--- src/rtl/cpu_timing_pkg.sv ---
// Shared definitions for the CPU timing controller.
//   state_t      controller states (idle / running / paused / halted)
//   T0..T7       one-hot phase constants, bit i = Ti
//   LEN_T3/5/7   possible last phases of an instruction
//   len_of_op    opcode -> one-hot last phase of that instruction
//   is_onehot    true when exactly one bit of an 8-bit phase vector is set
package cpu_timing_pkg;

    typedef enum logic [1:0] {
        ST_IDLE  = 2'd0,
        ST_RUN   = 2'd1,
        ST_PAUSE = 2'd2,
        ST_HALT  = 2'd3
    } state_t;

    localparam logic [7:0] T0 = 8'b0000_0001;
    localparam logic [7:0] T1 = 8'b0000_0010;
    localparam logic [7:0] T2 = 8'b0000_0100;
    localparam logic [7:0] T3 = 8'b0000_1000;
    localparam logic [7:0] T4 = 8'b0001_0000;
    localparam logic [7:0] T5 = 8'b0010_0000;
    localparam logic [7:0] T6 = 8'b0100_0000;
    localparam logic [7:0] T7 = 8'b1000_0000;

    localparam logic [7:0] LEN_T3 = T3;
    localparam logic [7:0] LEN_T5 = T5;
    localparam logic [7:0] LEN_T7 = T7;

    localparam logic [3:0] HLT_OP_DEFAULT = 4'hF;

    // Opcode classes: 0-3 short (T3), 4-9 medium (T5), A-E long (T7),
    // F is the halt opcode and is short.
    function automatic logic [7:0] len_of_op(input logic [3:0] op);
        logic [7:0] len;
        case (op)
            4'h0, 4'h1, 4'h2, 4'h3:               len = LEN_T3;
            4'h4, 4'h5, 4'h6, 4'h7, 4'h8, 4'h9:   len = LEN_T5;
            4'hA, 4'hB, 4'hC, 4'hD, 4'hE:         len = LEN_T7;
            4'hF:                                 len = LEN_T3;
            default:                              len = LEN_T7;
        endcase
        return len;
    endfunction

    // Power-of-two test: non-zero and clearing the lowest set bit leaves zero.
    function automatic logic is_onehot(input logic [7:0] v);
        return (v != 8'd0) && ((v & (v - 8'd1)) == 8'd0);
    endfunction

endpackage

--- src/rtl/cpu_timing_ctrl_phase_ring.sv ---
// 8-bit one-hot phase ring.
//   CLK      in   rising-edge clock
//   CLRn     in   asynchronous active-low reset, ring returns to T0
//   EN       in   advance the ring one phase (Ti -> Ti+1, T7 -> T0)
//   LOAD_T0  in   force the ring to T0 on the next edge (wins over EN)
//   T        out  current phase, registered
//   ERR      out  current phase is not one-hot
module cpu_timing_ctrl_phase_ring
    import cpu_timing_pkg::*;
(
    input  logic       CLK,
    input  logic       CLRn,
    input  logic       EN,
    input  logic       LOAD_T0,
    output logic [7:0] T,
    output logic       ERR
);

    logic [7:0] t_r;

    // Phase register: reload, rotate or hold.
    always_ff @(posedge CLK or negedge CLRn) begin
        if (!CLRn) begin
            t_r <= T0;
        end else if (LOAD_T0) begin
            t_r <= T0;
        end else if (EN) begin
            t_r <= {t_r[6:0], t_r[7]};
        end else begin
            t_r <= t_r;
        end
    end

    assign T   = t_r;
    assign ERR = ~is_onehot(t_r);

endmodule

--- src/rtl/cpu_timing_ctrl.sv ---
// Run/stop/step controller for the 8-phase CPU timing ring.
//   CLK        in   system clock
//   CLRn       in   asynchronous active-low reset
//   START      in   begin running (or one step when STEP_MODE=1)
//   STOP       in   stop at the end of the current instruction
//   STEP_MODE  in   pause after each instruction
//   STEP       in   release one instruction while paused
//   OP         in   opcode, sampled on the edge leaving T2
//   T          out  one-hot phase
//   RUN        out  ring is advancing
//   CYCLE_END  out  current phase is the last phase of the instruction
//   HALTED     out  halt opcode retired (sticky until reset)
//   PHASE_ERR  out  phase ring was seen not one-hot (sticky until reset)
//   INSTR_CNT  out  retired-instruction counter, wraps
module cpu_timing_ctrl
    import cpu_timing_pkg::*;
#(
    parameter int         CNT_W  = 16,
    parameter logic [3:0] HLT_OP = HLT_OP_DEFAULT
) (
    input  logic             CLK,
    input  logic             CLRn,
    input  logic             START,
    input  logic             STOP,
    input  logic             STEP_MODE,
    input  logic             STEP,
    input  logic [3:0]       OP,
    output logic [7:0]       T,
    output logic             RUN,
    output logic             CYCLE_END,
    output logic             HALTED,
    output logic             PHASE_ERR,
    output logic [CNT_W-1:0] INSTR_CNT
);

    state_t           state_r;
    state_t           state_nxt_s;
    logic [7:0]       len_r;
    logic             hlt_r;
    logic             halted_r;
    logic             phase_err_r;
    logic [CNT_W-1:0] cnt_r;

    logic [7:0]       t_s;
    logic             ring_err_s;
    logic             run_s;
    logic             cycle_end_s;
    logic             latch_len_s;
    logic             load_t0_s;

    assign run_s       = (state_r == ST_RUN);
    // len_r is always T3/T5/T7, so T0..T2 can never match.
    assign cycle_end_s = run_s && (t_s == len_r);
    assign latch_len_s = run_s && (t_s == T2);
    assign load_t0_s   = ring_err_s || cycle_end_s;

    cpu_timing_ctrl_phase_ring u_ring (
        .CLK     (CLK),
        .CLRn    (CLRn),
        .EN      (run_s),
        .LOAD_T0 (load_t0_s),
        .T       (t_s),
        .ERR     (ring_err_s)
    );

    // Next-state decision for the run/stop/step controller.
    always_comb begin
        state_nxt_s = state_r;
        if (ring_err_s) begin
            state_nxt_s = ST_IDLE;
        end else begin
            case (state_r)
                ST_IDLE: begin
                    if (START && !STOP) begin
                        state_nxt_s = ST_RUN;
                    end else begin
                        state_nxt_s = ST_IDLE;
                    end
                end
                ST_RUN: begin
                    if (!cycle_end_s) begin
                        state_nxt_s = ST_RUN;
                    end else if (hlt_r) begin
                        state_nxt_s = ST_HALT;
                    end else if (STOP) begin
                        state_nxt_s = ST_IDLE;
                    end else if (STEP_MODE) begin
                        state_nxt_s = ST_PAUSE;
                    end else begin
                        state_nxt_s = ST_RUN;
                    end
                end
                ST_PAUSE: begin
                    if (STOP) begin
                        state_nxt_s = ST_IDLE;
                    end else if (STEP) begin
                        state_nxt_s = ST_RUN;
                    end else if (!STEP_MODE && START) begin
                        state_nxt_s = ST_RUN;
                    end else begin
                        state_nxt_s = ST_PAUSE;
                    end
                end
                ST_HALT: begin
                    state_nxt_s = ST_HALT;
                end
                default: begin
                    state_nxt_s = ST_IDLE;
                end
            endcase
        end
    end

    // Controller state register.
    always_ff @(posedge CLK or negedge CLRn) begin
        if (!CLRn) begin
            state_r <= ST_IDLE;
        end else begin
            state_r <= state_nxt_s;
        end
    end

    // Instruction length and halt flag, captured as the ring leaves T2.
    always_ff @(posedge CLK or negedge CLRn) begin
        if (!CLRn) begin
            len_r <= LEN_T7;
            hlt_r <= 1'b0;
        end else if (latch_len_s) begin
            len_r <= (OP == HLT_OP) ? LEN_T3 : len_of_op(OP);
            hlt_r <= (OP == HLT_OP);
        end else begin
            len_r <= len_r;
            hlt_r <= hlt_r;
        end
    end

    // Retired-instruction counter.
    always_ff @(posedge CLK or negedge CLRn) begin
        if (!CLRn) begin
            cnt_r <= {CNT_W{1'b0}};
        end else if (cycle_end_s) begin
            cnt_r <= cnt_r + {{(CNT_W-1){1'b0}}, 1'b1};
        end else begin
            cnt_r <= cnt_r;
        end
    end

    // Sticky status flags: halt retired, phase ring corruption.
    always_ff @(posedge CLK or negedge CLRn) begin
        if (!CLRn) begin
            halted_r    <= 1'b0;
            phase_err_r <= 1'b0;
        end else begin
            halted_r    <= halted_r || (cycle_end_s && hlt_r);
            phase_err_r <= phase_err_r || ring_err_s;
        end
    end

    assign T         = t_s;
    assign RUN       = run_s;
    assign CYCLE_END = cycle_end_s;
    assign HALTED    = halted_r;
    assign PHASE_ERR = phase_err_r;
    assign INSTR_CNT = cnt_r;

endmodule
--- config.mk ---
export PLATFORM = sky130hd
export DESIGN_NAME = cpu_timing_ctrl
export DESIGN_NICKNAME = d
export VERILOG_FILES = /design/src/rtl/cpu_timing_pkg.sv /design/src/rtl/cpu_timing_ctrl_phase_ring.sv /design/src/rtl/cpu_timing_ctrl.sv
export SDC_FILE = /design/constraint.sdc
export NUM_CORES = 1
export LEC_CHECK = 0
export ABC_AREA = 1
export CORE_ASPECT_RATIO = 1.4
export CORE_UTILIZATION = 56
export CTS_CLUSTER_SIZE = 28
export DETAILED_ROUTE_END_ITERATION = 10
export GPL_ROUTABILITY_DRIVEN = 0
export PLACE_DENSITY = 0.85
export SLEW_MARGIN = 5
export SYNTH_ARGS = -nofsm -noshare
export SYNTH_HDL_FRONTEND = slang
export SYNTH_SLANG_ARGS = --single-unit
--- constraint.sdc ---
create_clock -name CLK -period 2.1 [get_ports CLK]
set_input_delay 0.42 -clock CLK [delete_from_list [all_inputs] [get_ports CLK]]
set_output_delay 0.42 -clock CLK [all_outputs]
set_load 0.03 [all_outputs]
Yosys cells after proc, flatten, opt, wreduce, memory -nomap -nowiden
Memory sizes are Yosys's and may differ from the RTL's.
Index checks and enable logic that the tools add are counted.

word-level totals
  register bits = 37
  input port bits = 10
  memories = 1
  word-level logic and storage cells = 46
  output and inout bits = 28
  ROM bits = 48

memories
  name             words  width  read ports  clocked after memory_dff  write ports  line                  text
  (no name shown)  16     3      1           0                         0            cpu_timing_pkg.sv:35  case (op)

cells by class
  add/sub/neg operators = 2
  mux-type cells = 13
  bitwise logic cells = 2
  equal/unequal tests = 6
  reductions and logical operators = 15

operator list
  operator                                                               count
  8-bit 2-to-1 mux                                                       3
  16-bit by 1-bit adder with 16-bit output, second input constant        1
  2-bit 2-to-1 mux                                                       8
  8-bit bitwise AND                                                      1
  8-bit by 3-bit equality test with 1-bit output, second input constant  1
  8-bit equality test                                                    1
  8-bit logical NOT                                                      1
  2-bit case mux with 4 select lines                                     1
  8-bit nonzero test                                                     1
  8-bit by 1-bit subtractor with 8-bit output, second input constant     1
  1-bit logical AND                                                      6
  2-bit equality test, second input constant                             2
  4-bit equality test, second input constant                             1
  1-bit logical OR                                                       3
  2-bit by 1-bit equality test with 1-bit output, second input constant  1
  1-bit logical NOT                                                      2
  2-bit logical NOT                                                      1
  2-bit nonzero test                                                     1
  1-bit 2-to-1 mux                                                       1
  1-bit NOT                                                              1

Longest topological paths before layout
  word-level depth = 7
  gate-level depth with buffers = 9
  gate-level depth less buffers = 8

By module
From an unflattened synthesis, not the netlist that was laid out.

second synthesis, totals
  cell total of the unflattened synthesis = 271
  area, all modules = 1906.8 um2

modules (own cells, without submodules)
  module                      times used  cells each  area an instance (um2)  seq. area each (um2)
  cpu_timing_ctrl             1           216         1495.2                  601.8
  cpu_timing_ctrl_phase_ring  1           55          411.6                   201.4

Worst setup path before layout
OpenSTA, ideal clock, no wires.

  path kind = reg-to-output
  start = register u_ring.t_r[1], in the netlist u_ring.T[1]
  end = output CYCLE_END
  path slack = 0.427 ns
  required time = 1.680 ns
  arrival = 1.253 ns
  buffers on the path = 0
  stages on the path, launching flop included = 5
  cell sequence = dfrtp_1 -> nor2_4 -> nand2_1 -> nor2_1 -> and3_1

between the ends
  cells in the longest elaborated chain, start to end = 2

ends and longest elaborated chain
  element                 line                              text
  from (decl)             cpu_timing_ctrl_phase_ring.sv:19  logic [7:0] t_r;
  from (signal assigned)  cpu_timing_ctrl_phase_ring.sv:28  t_r <= {t_r[6:0], t_r[7]};
  from (signal assigned)  cpu_timing_ctrl_phase_ring.sv:30  t_r <= t_r;
  8-bit equality test     cpu_timing_ctrl.sv:53             assign cycle_end_s = run_s && (t_s == len_r);
  1-bit logical AND       cpu_timing_ctrl.sv:53
  to (decl)               cpu_timing_ctrl.sv:30             output logic CYCLE_END,

No other way between the ends.

Worst setup path in the final report
  start = register u_ring.t_r[0], in the netlist u_ring.T[0]
  end = output T[0]

RTL lines
  element    line                   text
  to (decl)  cpu_timing_ctrl.sv:28  output logic [7:0] T,

No word-level cell between the ends.

==> impl_metrics.json <==
{
  "drive_above_1_share": 0.0633,
  "cts-resized-gates": 0,
  "fin_tns_setup_ns": 0,
  "clk_pin_slew_ns": 0.06,
  "num_io_pins": 38,
  "antennaDiodeCount": 0,
  "placed_cells": 365,
  "die_area_um2": 3770,
  "cts_sinks": 32,
  "cts_tree": "built",
  "post_cts_buffers": 0,
  "syn-cell-area_um2": 1980,
  "drc_errors": 0,
  "cp_top_family": "buffers and inverters",
  "crit_chain": "clkdlybuf4s50_1",
  "cp_slowest_cell": "clkdlybuf4s50_1",
  "grt_usage": 0.296,
  "syn2layout_area_growth_pct": 24.6,
  "clockBufferDepth": 2,
  "drv_cap": 0,
  "regToRegSetupSlack_ns": 0.46,
  "worst_path_largest_cell_delay_ns": 0.68,
  "timing.fmax_mhz": 510,
  "initial_utilization": 0.585,
  "yosysUniqueCellTypes": 25,
  "min_path_type": "reg2reg",
  "tightest_slew_ns": 0.493,
  "min_period_ns": 1.96,
  "status": "completed",
  "synth_nets": 301,
  "setup_viol": 0,
  "wl_per_cell_um": 12.5,
  "worst_setup_path_end_kind": "output pin",
  "path_class": "reg2out",
  "drt_iter0_markers": 66,
  "rows": 25,
  "drv_slew": 0,
  "p_leak_uw": 0.00119,
  "layout_setup_ws_ns": 0.141,
  "firstDrtPassIters": 4,
  "wl_um": 4670,
  "layout_commonest_cell": "nand2_1",
  "hold_viol_final": 0,
  "final_cell_mix": "104 x nand2_1, 47 x nor2_1, 35 x inv_1, 35 x clkdlybuf4s50_1, 30 x dfrtp_1",
  "ir_worst_vdd_v": 0.000791,
  "grt_pass1_vias": 1925,
  "worst_ep_arrival_time_ns": 1.54,
  "synth_seq_cells": 32,
  "syn_inst": 290,
  "io_buffers": 37,
  "layout.nets": 343,
  "skew_ns": 0.00930,
  "place_hpwl_um": 3510,
  "worstPathBufferInverterCount": 1,
  "core_area_um2": 3380,
  "slew-limit-headroom": 0.669,
  "p_total_uw": 2090,
  "p_per_area_nw_per_um2": 851,
  "yosys_warnings": 0,
  "grt_pass1_wl_um": 8160,
  "hold_buffers": 0,
  "final_cells": 372,
  "ant_nets": 0,
  "synth-seq-area-share": 0.407,
  "viasPerCell": 5.24,
  "die_h_um": 72.3,
  "period_share": 0.933,
  "htree_levels": 2,
  "via_count": 1948,
  "antenna_found_initial": 0,
  "cp_max_fo": 5,
  "grt_max_degree": 33,
  "clock-root-buffer": "clkbuf_8",
  "worstSetupStartpointType": "flop",
  "avgSynthCellArea_um2": 6.81,
  "worst_ep_required_time_ns": 1.68,
  "die_x_um": 52.2,
  "rsz0062_at_grt": "no",
  "cts_buffers": 5,
  "grt-ovfl-total": 0,
  "pre_cts_slack_ns": 0.441,
  "clkLatencyLatePin_ns": 0.29
}
metrics by stage:
stage	hold slack (ns)	area, um^2	util
floorplan	0.124	1980	-
global placement	0.462	2360	0.700
detailed placement	0.464	2360	0.700
CTS	0.477	2460	0.729
global route	0.490	2460	0.729
finish	0.477	2460	0.729
metal layers:
metal	vias to the layer above	global-route usage	share of wire
met5	-	0	0
li1	978	-	-
met3	13	0.0524	0.036
met2	49	0.534	0.54
met1	908	0.320	0.39
met4	0	0.155	0.033
cells in the mapped netlist (all sizes together):
| cell | number | area (um^2) |
|---|---|---|
| inv | 37 | 139 |
| buf | 5 | 48.8 |
| dfstp | 2 | 52.6 |
| o22ai | 1 | 6.26 |
| and3 | 1 | 6.26 |
| and2 | 1 | 6.26 |
| nand4 | 6 | 37.5 |
| nand3 | 16 | 90.1 |
| xor2 | 1 | 8.76 |
| ha | 1 | 12.5 |
| nor3 | 5 | 35.0 |
| o21bai | 1 | 7.51 |
| a21oi | 5 | 25.0 |
| dfrtp | 30 | 751 |
| xnor2 | 11 | 96.3 |
| o21ai | 15 | 75.1 |
| nor2 | 48 | 188 |
| nand2 | 104 | 390 |
power by group:
| part | internal, uW | switching, uW |
|---|---|---|
| clock | 292 | 218 |
| combinational | 264 | 529 |
| sequential | 704 | 87.3 |
| total | 1260 | 834 |
state kept, by name (all words and copies together) (netlist names):
signal,count
INSTR_CNT,16
hlt_r,1
PHASE_ERR,1
len_r,3
state_r,2
u_ring.T,8
HALTED,1
worst paths after layout:
path / startpoint / endpoint / cells past startpoint
worst min-delay path: HALTED / HALTED / 1
worst max register to register: u_ring.T[1] / u_ring.T[0] / 6
max in group asynchronous: CLRn / len_r[7] / 2
worst max-delay path: u_ring.T[0] / T[0] / 1
worst min register to register: HALTED / HALTED / 1
min in group asynchronous: CLRn / INSTR_CNT[3] / 2
worst reg2reg max path, cell delays in order (launching register included):
cell	delay, ns
dfrtp_1	0.44
nor2_4	0.21
nand2_1	0.13
nor2_1	0.11
nor2_1	0.06
nor3_1	0.43
nand3_1	0.16
layout make-up:
| cell class | count | area (um^2) |
|---|---|---|
| inverters | 37 | 139 |
| clock buffers | 7 | 96.3 |
| fillers | 287 | 917 |
| well taps | 40 | 50.0 |
| repair buffers | 40 | 388 |
| multi-input cells | 216 | 985 |
| flip-flops and latches | 32 | 803 |
logic make-up after synthesis:
family                   share of synthesized area
AND/OR/NAND/NOR                              0.381
buffers and inverters                       0.0950
flip-flops                                   0.407
AO/OA/AOI/OAI                               0.0576
XOR/XNOR                                    0.0532
adder cells (fa/ha/maj)                    0.00633
(Power assumes the default switching activity.)
